$ cat config.mk
export PLATFORM = sky130hd
export DESIGN_NAME = neuron_seq_ctrl_flat
export DESIGN_NICKNAME = d
export VERILOG_FILES = /design/src/rtl/neuron_pkg.sv /design/src/rtl/neuron_seq_ctrl_if.sv /design/src/rtl/neuron_mac.sv /design/src/rtl/neuron_seq_ctrl.sv /design/src/flat_wrapper.sv
export SDC_FILE = /design/constraint.sdc
export NUM_CORES = 1
export LEC_CHECK = 0
export ABC_CLOCK_PERIOD_IN_PS = 9000
export BUFFER_PORTS_ARGS = -buffer_cell sky130_fd_sc_hd__buf_2
export CORE_ASPECT_RATIO = 0.6
export CORE_MARGIN = 10
export CORE_UTILIZATION = 55
export DETAILED_ROUTE_END_ITERATION = 10
export GPL_ROUTABILITY_DRIVEN = 0
export PLACE_DENSITY = 0.78
export RECOVER_POWER = 50
export SKIP_CTS_REPAIR_TIMING = 1
export SYNTH_ARGS = -nofsm -noshare
export SYNTH_HDL_FRONTEND = slang
export SYNTH_HIERARCHICAL = 1
export SYNTH_SLANG_ARGS = --single-unit
export TNS_END_PERCENT = 100
$ cat constraint.sdc
create_clock -name clk -period 9 [get_ports clk]
set_input_delay 0.9 -clock clk [delete_from_list [all_inputs] [get_ports clk]]
set_output_delay 0.9 -clock clk [all_outputs]
set_load 0.03 [all_outputs]
$ cat src/rtl/neuron_pkg.sv
// Shared constants, FSM state type and sign-step activation for the neuron sequencer.
package neuron_pkg;

    localparam int WIDTH_DEF = 13;
    localparam int NUM_DEF   = 13;
    localparam int ACT_MAX_W = 64;

    typedef enum logic [1:0] {
        IDLE  = 2'd0,
        RUN   = 2'd1,
        DRAIN = 2'd2,
        DONE  = 2'd3
    } state_t;

    // Returns {msb, zeros} right-aligned in ACT_MAX_W bits; callers cast down to their width.
    function automatic logic [ACT_MAX_W-1:0] activate(input logic msb, input int width);
        activate = ACT_MAX_W'(msb) << (width - 1);
    endfunction

endpackage

$ cat src/rtl/neuron_seq_ctrl_if.sv
// Operand-store read port, start/busy control and result handshake of the neuron sequencer.
interface neuron_seq_ctrl_if #(
    parameter int WIDTH = neuron_pkg::WIDTH_DEF,
    parameter int NUM   = neuron_pkg::NUM_DEF
);
    localparam int ADDR_W = (NUM > 1) ? $clog2(NUM) : 1;

    logic                  start;
    logic                  busy;
    logic                  rd_en;
    logic [ADDR_W-1:0]     rd_addr;
    logic [WIDTH-1:0]      in_data;
    logic [WIDTH-1:0]      w_data;
    logic                  out_valid;
    logic                  out_ready;
    logic [WIDTH-1:0]      out;
    neuron_pkg::state_t    state;

    // Result transfers on a rising edge where out_valid && out_ready; until then
    // out_valid stays high and out is stable. Operands arrive the cycle after rd_en.
    modport master (
        output start, in_data, w_data, out_ready,
        input  busy, rd_en, rd_addr, out_valid, out, state
    );

    modport slave (
        input  start, in_data, w_data, out_ready,
        output busy, rd_en, rd_addr, out_valid, out, state
    );

endinterface

$ cat src/rtl/neuron_mac.sv
// Shared multiplier and accumulator; NEURON_SAT_EN selects signed saturating accumulation.
module neuron_mac #(
    parameter int WIDTH = neuron_pkg::WIDTH_DEF
) (
    input  logic             clk,
    input  logic             rst_n,
    input  logic             clear,
    input  logic             en,
    input  logic [WIDTH-1:0] a,
    input  logic [WIDTH-1:0] b,
    output logic [WIDTH-1:0] acc
);

    logic [WIDTH-1:0] prod;
    logic [WIDTH-1:0] acc_next;

    // Low WIDTH bits are identical for signed and unsigned multiplication.
    assign prod = a * b;

`ifdef NEURON_SAT_EN
    localparam logic [WIDTH-1:0] POS_RAIL = {1'b0, {(WIDTH-1){1'b1}}};
    localparam logic [WIDTH-1:0] NEG_RAIL = {1'b1, {(WIDTH-1){1'b0}}};

    logic [WIDTH:0] sum;

    assign sum = {prod[WIDTH-1], prod} + {acc[WIDTH-1], acc};

    always_comb begin
        acc_next = sum[WIDTH-1:0];
        if (sum[WIDTH] != sum[WIDTH-1]) begin
            acc_next = sum[WIDTH] ? NEG_RAIL : POS_RAIL;
        end
    end
`else
    assign acc_next = acc + prod;
`endif

    always_ff @(posedge clk) begin
        if (!rst_n) begin
            acc <= '0;
        end else if (clear) begin
            acc <= '0;
        end else if (en) begin
            acc <= acc_next;
        end
    end

endmodule

$ cat src/rtl/neuron_seq_ctrl.sv
// Time-multiplexed single-neuron sequencer: fetch NUM pairs, MAC, sign-step, handshake out.
// Saturating accumulation is enabled by defining NEURON_SAT_EN.
module neuron_seq_ctrl
    import neuron_pkg::*;
#(
    parameter int WIDTH = WIDTH_DEF,
    parameter int NUM   = NUM_DEF
) (
    input  logic             clk,
    input  logic             rst_n,
    neuron_seq_ctrl_if.slave bus
);

    localparam int ADDR_W = (NUM > 1) ? $clog2(NUM) : 1;
    localparam logic [ADDR_W-1:0] LAST_ADDR = ADDR_W'(NUM - 1);

    state_t            state;
    state_t            state_next;
    logic              rd_en_q;
    logic              rd_en_next;
    logic [ADDR_W-1:0] rd_addr_q;
    logic [ADDR_W-1:0] rd_addr_next;
    logic              acc_clear;
    logic              acc_en;
    logic [WIDTH-1:0]  acc;

    always_ff @(posedge clk) begin
        if (!rst_n) begin
            state     <= IDLE;
            rd_en_q   <= 1'b0;
            rd_addr_q <= '0;
        end else begin
            state     <= state_next;
            rd_en_q   <= rd_en_next;
            rd_addr_q <= rd_addr_next;
        end
    end

    // Operands lag rd_en by one cycle, so the MAC skips the first RUN cycle
    // and picks up the last pair in DRAIN.
    always_comb begin
        state_next   = state;
        rd_en_next   = 1'b0;
        rd_addr_next = rd_addr_q;
        acc_clear    = 1'b0;
        acc_en       = 1'b0;
        case (state)
            IDLE: begin
                if (bus.start) begin
                    state_next   = RUN;
                    rd_en_next   = 1'b1;
                    rd_addr_next = '0;
                    acc_clear    = 1'b1;
                end
            end
            RUN: begin
                acc_en = (rd_addr_q != '0);
                if (rd_addr_q == LAST_ADDR) begin
                    state_next = DRAIN;
                end else begin
                    rd_en_next   = 1'b1;
                    rd_addr_next = rd_addr_q + ADDR_W'(1);
                end
            end
            DRAIN: begin
                acc_en     = 1'b1;
                state_next = DONE;
            end
            DONE: begin
                if (bus.out_ready) begin
                    state_next = IDLE;
                end
            end
            default: begin
                state_next = IDLE;
            end
        endcase
    end

    neuron_mac #(.WIDTH(WIDTH)) u_mac (
        .clk   (clk),
        .rst_n (rst_n),
        .clear (acc_clear),
        .en    (acc_en),
        .a     (bus.in_data),
        .b     (bus.w_data),
        .acc   (acc)
    );

    assign bus.busy      = (state != IDLE);
    assign bus.rd_en     = rd_en_q;
    assign bus.rd_addr   = rd_addr_q;
    assign bus.out_valid = (state == DONE);
    assign bus.out       = (state == DONE) ? WIDTH'(activate(acc[WIDTH-1], WIDTH)) : '0;
    assign bus.state     = state;

endmodule

$ cat src/flat_wrapper.sv
// flat-port wrapper written by rule: the top's interface ports become plain ports
module neuron_seq_ctrl_flat import neuron_pkg::*;
#(
    parameter int WIDTH = WIDTH_DEF,
    parameter int NUM   = NUM_DEF
)
  (clk, rst_n, bus_start, bus_in_data, bus_w_data, bus_out_ready, bus_busy, bus_rd_en, bus_rd_addr, bus_out_valid, bus_out, bus_state);
  neuron_seq_ctrl_if #(.WIDTH(WIDTH), .NUM(NUM)) bus_i ();
  input  logic clk;
  input  logic rst_n;
  input wire logic [$bits(bus_i.start)-1:0] bus_start;
  input wire logic [$bits(bus_i.in_data)-1:0] bus_in_data;
  input wire logic [$bits(bus_i.w_data)-1:0] bus_w_data;
  input wire logic [$bits(bus_i.out_ready)-1:0] bus_out_ready;
  output wire logic [$bits(bus_i.busy)-1:0] bus_busy;
  output wire logic [$bits(bus_i.rd_en)-1:0] bus_rd_en;
  output wire logic [$bits(bus_i.rd_addr)-1:0] bus_rd_addr;
  output wire logic [$bits(bus_i.out_valid)-1:0] bus_out_valid;
  output wire logic [$bits(bus_i.out)-1:0] bus_out;
  output wire logic [$bits(bus_i.state)-1:0] bus_state;
  assign bus_i.start = bus_start;
  assign bus_i.in_data = bus_in_data;
  assign bus_i.w_data = bus_w_data;
  assign bus_i.out_ready = bus_out_ready;
  assign bus_busy = bus_i.busy;
  assign bus_rd_en = bus_i.rd_en;
  assign bus_rd_addr = bus_i.rd_addr;
  assign bus_out_valid = bus_i.out_valid;
  assign bus_out = bus_i.out;
  assign bus_state = bus_i.state;
  neuron_seq_ctrl #(.WIDTH(WIDTH), .NUM(NUM)) u_core (.clk(clk), .rst_n(rst_n), .bus(bus_i));
endmodule
==> impl_results.md, run 1 <==
* Final Max Slew Viols at 0
* Commonest non-fill, non-tap cells in the layout: 92 x inv_1, 56 x fa_1, 54 x nand2_1, 48 x ha_1, 41 x and2_1
* F_max at around 0.18 GHz
* Pwr dens at around 260 nW/um2
* Root Buffer: clkbuf_16
* RSZ-0062 raised after global routing: false
* Die Wd at about 130 um
* Ant diodes at 0
* FP Rows at 23
* Maxcap violations at 0
* Worst hold slack at between 400 and 500 ps
* Length of the first detailed-routing pass in iterations at 4
* Max IR drop VDD at ~220 uV
* Critical path type: in2reg
* Placed Cells incl. Taps at approximately 570
* Final WL at 9200 um
* Num CTS Buffers at 3
* Setup WS post-layout at about 3300 ps
* Commonest non-fill, non-tap cell in the layout: inv_1
* Crit path max fanout at 8
* Post-route DRC at 0
* Fill count at a little under 600
* Top FF cell, synth: dfxtp_1
* Layout cell share with drive strength beyond 1 at 0.0798
* Skew-Pair Late Insertion Delay at ~250 ps
* Slew @ Worst Pin at just under 800 ps
* DP HPWL at around 7800 um
* Pleak at roughly 2.1 nW
* Skew final at 1.61 ps
* Vias in the first global route at around 3,200
* CP arrival at ~5800 ps
* Nets at between 600 and 700
* Setup crit start kind: primary input
* Via count at 3,044
* Largest net degree at the start of global routing at 18
* Mapped Area at slightly below 4000 um2
* Drt wl/cell at 16.0 um
* # clock sinks at 20
* Status: finished, final reports clean
* I/O Pins at 52
* Htree depth at 1
* Die H at approximately 86 um
* P&R area growth vs syn at 7.12%
* Congestion Overflow GR at 0
* Post-synth EDFFs at 0
* CTS tree: done
* Top-area cell type share of the netlist area at 0.282
* Vias per cell at between 5 and 6
* Drt first-iter violations at 156
* Starting Density at 0.580
* Final non-filler cell total at about 580
* Worst Setup End Kind: register
* First-pass GRT wire length at 15,400 um
* Synthesized area per cell at approximately 8.6 um2
* Initial antenna violation count at 0
* Final min period at 5700 ps
* Seq/Total Area, Yosys at 0.101
* Post-route ant nets at 0
* Final setup vio count at 0
* Final instance area at 4260 um2
* Setup TNS Final at 0 ps
* Yosys cell types at 44
* CTS Buffer Depth at 2
* Final Power at 1.10 mW
* Area leader, netlist: fa_1
* Core Footprint at 6850 um2
* Port bufs at 39
* Slew margin rel. at 0.472
* Fin crit share at 0.633
* Synth Warn # at 6
* CTS clk-pin slew, worst paths at about 60 ps
* Pre-CTS setup slack at approximately 3000 ps
* Cells after Synth at 460
* Die area at roughly 11,000 um2
* Placement Cell Area at ~4200 um2
* Final hold vios at 0
* Final Util at 0.621
* Yosys reg bits at 20
* Tot GR Track Use at 0.170
* Top area cells in the synthesized netlist: fa_1 28%, ha_1 15%, dfxtp_1 10%
* Data required, critical path at just over 9000 ps
* Async SR Flop Fraction at 0
* Worst Hold Class: reg2reg
-- per-layer routing --
metal / vias to the layer above / track usage / part of all wire / wire, um
met5: - / 0 / 0 / 0
met4: 0 / 0.0254 / 0.0068 / 63
met3: 8 / 0.0424 / 0.074 / 677
met2: 127 / 0.240 / 0.41 / 3730
met1: 1462 / 0.257 / 0.51 / 4730
li1: 1447 / - / - / -
-- critical path, cell delays in order --
cell and delay, ps:
buf_2 150, and2_1 190, fa_1 530, inv_1 50
fa_1 520, inv_1 50, fa_1 500, inv_1 50
fa_1 470, inv_1 50, fa_1 530, inv_1 50
fa_1 500, inv_1 50, ha_1 350, a21o_1 180
a21oi_1 220, nand3_1 130, o211ai_2 100, xnor2_1 150
a211oi_2 90
-- area by class of cell --
class | instances | area (um2) | area share
Clock buffer | 3 | 75.1 | 0.0176
Tap cell | 87 | 109 | 0.0256
Timing Repair Buffer | 39 | 185 | 0.0435
Multi-Input combinational cell | 334 | 3110 | 0.731
Clock inverter | 1 | 30.0 | 0.00705
Inverter | 92 | 345 | 0.0811
Sequential cell | 20 | 400 | 0.0941
-- worst paths after layout --
check,start,end,slack [ps],cells after the start
max,bus_in_data[5],u_core/u_mac/acc[12]$_SDFFE_PP0P_,3300,21
min reg2reg,u_core/u_mac/acc[3]$_SDFFE_PP0P_,u_core/u_mac/acc[3]$_SDFFE_PP0P_,500,2
min,u_core/u_mac/acc[3]$_SDFFE_PP0P_,u_core/u_mac/acc[3]$_SDFFE_PP0P_,500,2
max reg2reg,u_core/u_mac/acc[1]$_SDFFE_PP0P_,u_core/u_mac/acc[11]$_SDFFE_PP0P_,6400,10
-- state kept, by name, indices dropped and copies added, names as in the netlist --
signal / cells
u_core/bus.rd_addr: 4
u_core/u_mac/acc: 13
u_core/bus.state: 2
u_core/bus.rd_en: 1
-- power breakdown --
group | switching (mW) | internal, mW | leakage [nW] | total, mW
clock | 0.0359 | 0.0883 | 0.0511 | 0.124
sequential | 0.0124 | 0.103 | 0.162 | 0.115
combinational | 0.484 | 0.378 | 1.92 | 0.863
-- kinds of logic after synthesis --
kind of cell | share of synthesized area
DFF | 0.101
AOI/OAI and AO/OA | 0.0677
xor gates and xnor gates | 0.0762
other | 0.000944
muxes | 0.0252
buffers and inverters | 0.125
adders and majority gates | 0.433
and+or+nand+nor | 0.171
-- Yosys cell counts (3+ instances only) --
| master | n |
|---|---|
| nand3_1 | 4 |
| xor2_1 | 8 |
| nor2_1 | 17 |
| o21ai_1 | 3 |
| a21oi_1 | 10 |
| buf_4 | 15 |
| o21ai_0 | 4 |
| dfxtp_1 | 20 |
| a211oi_1 | 5 |
| inv_1 | 92 |
| ha_1 | 48 |
| mux2i_1 | 10 |
| xnor2_1 | 24 |
| clkbuf_1 | 9 |
| and2_1 | 41 |
| fa_1 | 56 |
| a21o_1 | 4 |
| nand2_1 | 54 |
(Power assumes the default switching activity.)
==> inputs of run 2 (changes only) <==
--- a/config.mk
+++ b/config.mk
@@ -5,14 +5,14 @@
 export SDC_FILE = /design/constraint.sdc
 export NUM_CORES = 1
 export LEC_CHECK = 0
-export ABC_CLOCK_PERIOD_IN_PS = 9000
+export ABC_CLOCK_PERIOD_IN_PS = 4870
 export BUFFER_PORTS_ARGS = -buffer_cell sky130_fd_sc_hd__buf_2
 export CORE_ASPECT_RATIO = 0.6
 export CORE_MARGIN = 10
-export CORE_UTILIZATION = 55
+export CORE_UTILIZATION = 54
 export DETAILED_ROUTE_END_ITERATION = 10
 export GPL_ROUTABILITY_DRIVEN = 0
-export PLACE_DENSITY = 0.78
+export PLACE_DENSITY = 0.79
 export RECOVER_POWER = 50
 export SKIP_CTS_REPAIR_TIMING = 1
 export SYNTH_ARGS = -nofsm -noshare
==> constraint.sdc (replaced) <==
create_clock -name clk -period 4.87 [get_ports clk]
set_input_delay 0.487 -clock clk [delete_from_list [all_inputs] [get_ports clk]]
set_output_delay 0.487 -clock clk [all_outputs]
set_load 0.03 [all_outputs]
==> run 2 against run 1 <==
Effect of this change: the flow now finishes with violations (setup timing); critical endpoint is now u_core/u_mac/acc[11]$_SDFFE_PP0P_; via count rose by 5.8%; register-to-register slack got worse by 4300 ps; clock skew rose by 6.6 ps; count of clock-buffer cells in the layout did not move; cell count rose by 6.8%; setup slack got worse by 3400 ps; critical path depth did not move; design area rose by 10%; sequential share of layout area fell by 0.88 points; sequential power rose by 86%; core utilization rose by 3.0 points.
==> impl_results.md, run 2 (synthesis results as in run 1) <==
* Final WL at between 10,000 and 15,000 um
* Root Buffer: clkbuf_16
* Worst Hold Class: reg2reg
* Hold Path Stages at 2
* Post-route DRC at 0
* Length of the first detailed-routing pass in iterations at 5
* Number of flip-flops in the largest register at 13
* Commonest non-fill, non-tap cells in the layout: 89 x inv_1, 54 x nand2_1, 54 x fa_1, 40 x ha_1, 36 x buf_4
* Post-route ant nets at 0
* Worst hold slack at a little under 500 ps
* Core Footprint at approximately 7000 um2
* Final instance area at 4690 um2
* # clock sinks at 20
* Commonest non-fill, non-tap cell in the layout: inv_1
* Layout cell share with drive strength beyond 1 at 0.191
* Vias per cell at 5.24
* Skew final at ~8.2 ps
* Die Wd at roughly 130 um
* Final setup vio count at 3
* Final min period at around 5000 ps
* Min-Delay Endpoint: u_core/u_mac/acc[9]$_SDFFE_PP0P_
* Setup WS post-layout at -72.4 ps
* Crit path max fanout at 6
* Maxcap violations at 0
* Congestion Overflow GR at 0
* Slew @ Worst Pin at 846 ps
* Data required, critical path at approximately 5000 ps
* DP HPWL at a little under 9000 um
* Starting Density at 0.551
* CTS Buffer Depth at 2
* P&R area growth vs syn at 18.1%
* Drt wl/cell at 16.7 um
* Final non-filler cell total at 615
* Placement Cell Area at about 4500 um2
* Setup TNS Final at -127 ps
* Worst hold start: u_core/u_mac/acc[9]$_SDFFE_PP0P_
* CTS clk-pin slew, worst paths at around 60 ps
* Skew-Pair Late Insertion Delay at approximately 260 ps
* Tot GR Track Use at 0.184
* Initial antenna violation count at 0
* Max IR drop VDD at between 300 and 400 uV
* CTS tree: done
* Failing checks: setup timing
* Ant diodes at 0
* Vias in the first global route at around 3,200
* R2R depth at 10
* Nets at roughly 660
* Slew margin rel. at 0.436
* First-pass GRT wire length at between 15,000 and 20,000 um
* I/O Pins at 52
* Final hold vios at 0
* Htree depth at 1
* RR Startpoint: u_core/u_mac/acc[1]$_SDFFE_PP0P_
* Worst R2R End: u_core/u_mac/acc[11]$_SDFFE_PP0P_
* Pwr dens at 511 nW/um2
* Final Power at ~2.4 mW
* Drt first-iter violations at between 200 and 250
* Port bufs at 39
* RSZ-0062 raised after global routing: true
* Status: complete, but fails checks
* Fin crit share at 1.01
* CP arrival at between 5000 and 6000 ps
* Setup crit start kind: primary input
* Pleak at 2.33 nW
* Final Max Slew Viols at 0
* Largest register by flop count: u_core/u_mac/acc
* Die H at just under 90 um
* F_max at between 0.2 and 0.25 GHz
* Placed Cells incl. Taps at 610
* Critical path type: in2reg
* Largest net degree at the start of global routing at 18
* Worst R2R Setup Slack at 2110 ps
* Num CTS Buffers at 3
* Die area at ~11,000 um2
* FP Rows at 24
* Worst Setup End Kind: register
* Via count at 3,221
==> run 2: cell types whose count changed in the layout (fill, tap and decap cells not counted), moves of 3 or more <==
cell,previous run,this run
inv_2,0,3
ha_1,48,40
inv_1,92,89
buf_6,0,3
buf_4,0,36
and2_4,0,7
a21oi_1,10,7
a21oi_2,0,3
and2_1,41,34
buf_2,31,26
ha_4,0,6
==> run 2: report_power, final <==
part / total [mW] / leakage [nW] / internal (mW) / switching, mW
sequential: 0.214 / 0.162 / 0.190 / 0.0238
combinational: 1.95 / 2.11 / 0.933 / 1.02
clock: 0.230 / 0.0511 / 0.163 / 0.0668
==> run 2: worst max-delay path, cell delays in order <==
cell     delay (ps)
buf_8           110
and2_4          150
fa_1            540
inv_2            40
fa_1            510
inv_2            40
fa_1            470
inv_1            50
fa_1            470
inv_1            50
fa_1            480
inv_1            50
fa_1            490
inv_2            50
ha_4            170
nor4_4          140
o21a_1          150
nor2_1           50
a31oi_1         210
xor2_1          100
o31ai_1         280
==> run 2: how the worst max path moves through the flow <==
stage	startpoint	end	slack, ps
after floorplan	bus_w_data[2]	u_core/u_mac/acc[12]$_SDFFE_PP0P_	-30
after global placement	bus_w_data[3]	u_core/u_mac/acc[11]$_SDFFE_PP0P_	-320
after detailed placement	bus_w_data[3]	u_core/u_mac/acc[11]$_SDFFE_PP0P_	-380
after CTS	bus_w_data[3]	u_core/u_mac/acc[11]$_SDFFE_PP0P_	-150
after global routing	bus_w_data[1]	u_core/u_mac/acc[11]$_SDFFE_PP0P_	-270
final	bus_w_data[3]	u_core/u_mac/acc[11]$_SDFFE_PP0P_	-70
==> run 2: layout make-up <==
class | instances | area (um2)
well taps | 91 | 114
inverters | 92 | 345
multi-input cells | 334 | 3250
fillers | 584 | 2510
flip-flops and latches | 20 | 400
clock buffers | 3 | 75.1
clock inverters | 1 | 30.0
repair buffers | 74 | 479
==> run 2: metrics by stage <==
| step | setup slack, ps | utilization |
|---|---|---|
| 3_3_place_gp | -322 | 0.623 |
| 5_1_grt | -274 | 0.651 |
| 4_1_cts | -152 | 0.638 |
| 3_5_place_dp | -385 | 0.623 |
| 6_report | -72.4 | 0.651 |
| 2_1_floorplan | -31.7 | - |
==> run 2: per-layer routing <==
layer | track usage | vias to the layer above | routed length (um)
met2 | 0.260 | 138 | 4350
met4 | 0.0181 | 0 | 74
met3 | 0.0701 | 13 | 1080
met5 | 0 | - | 0
li1 | - | 1523 | -
met1 | 0.267 | 1547 | 4790
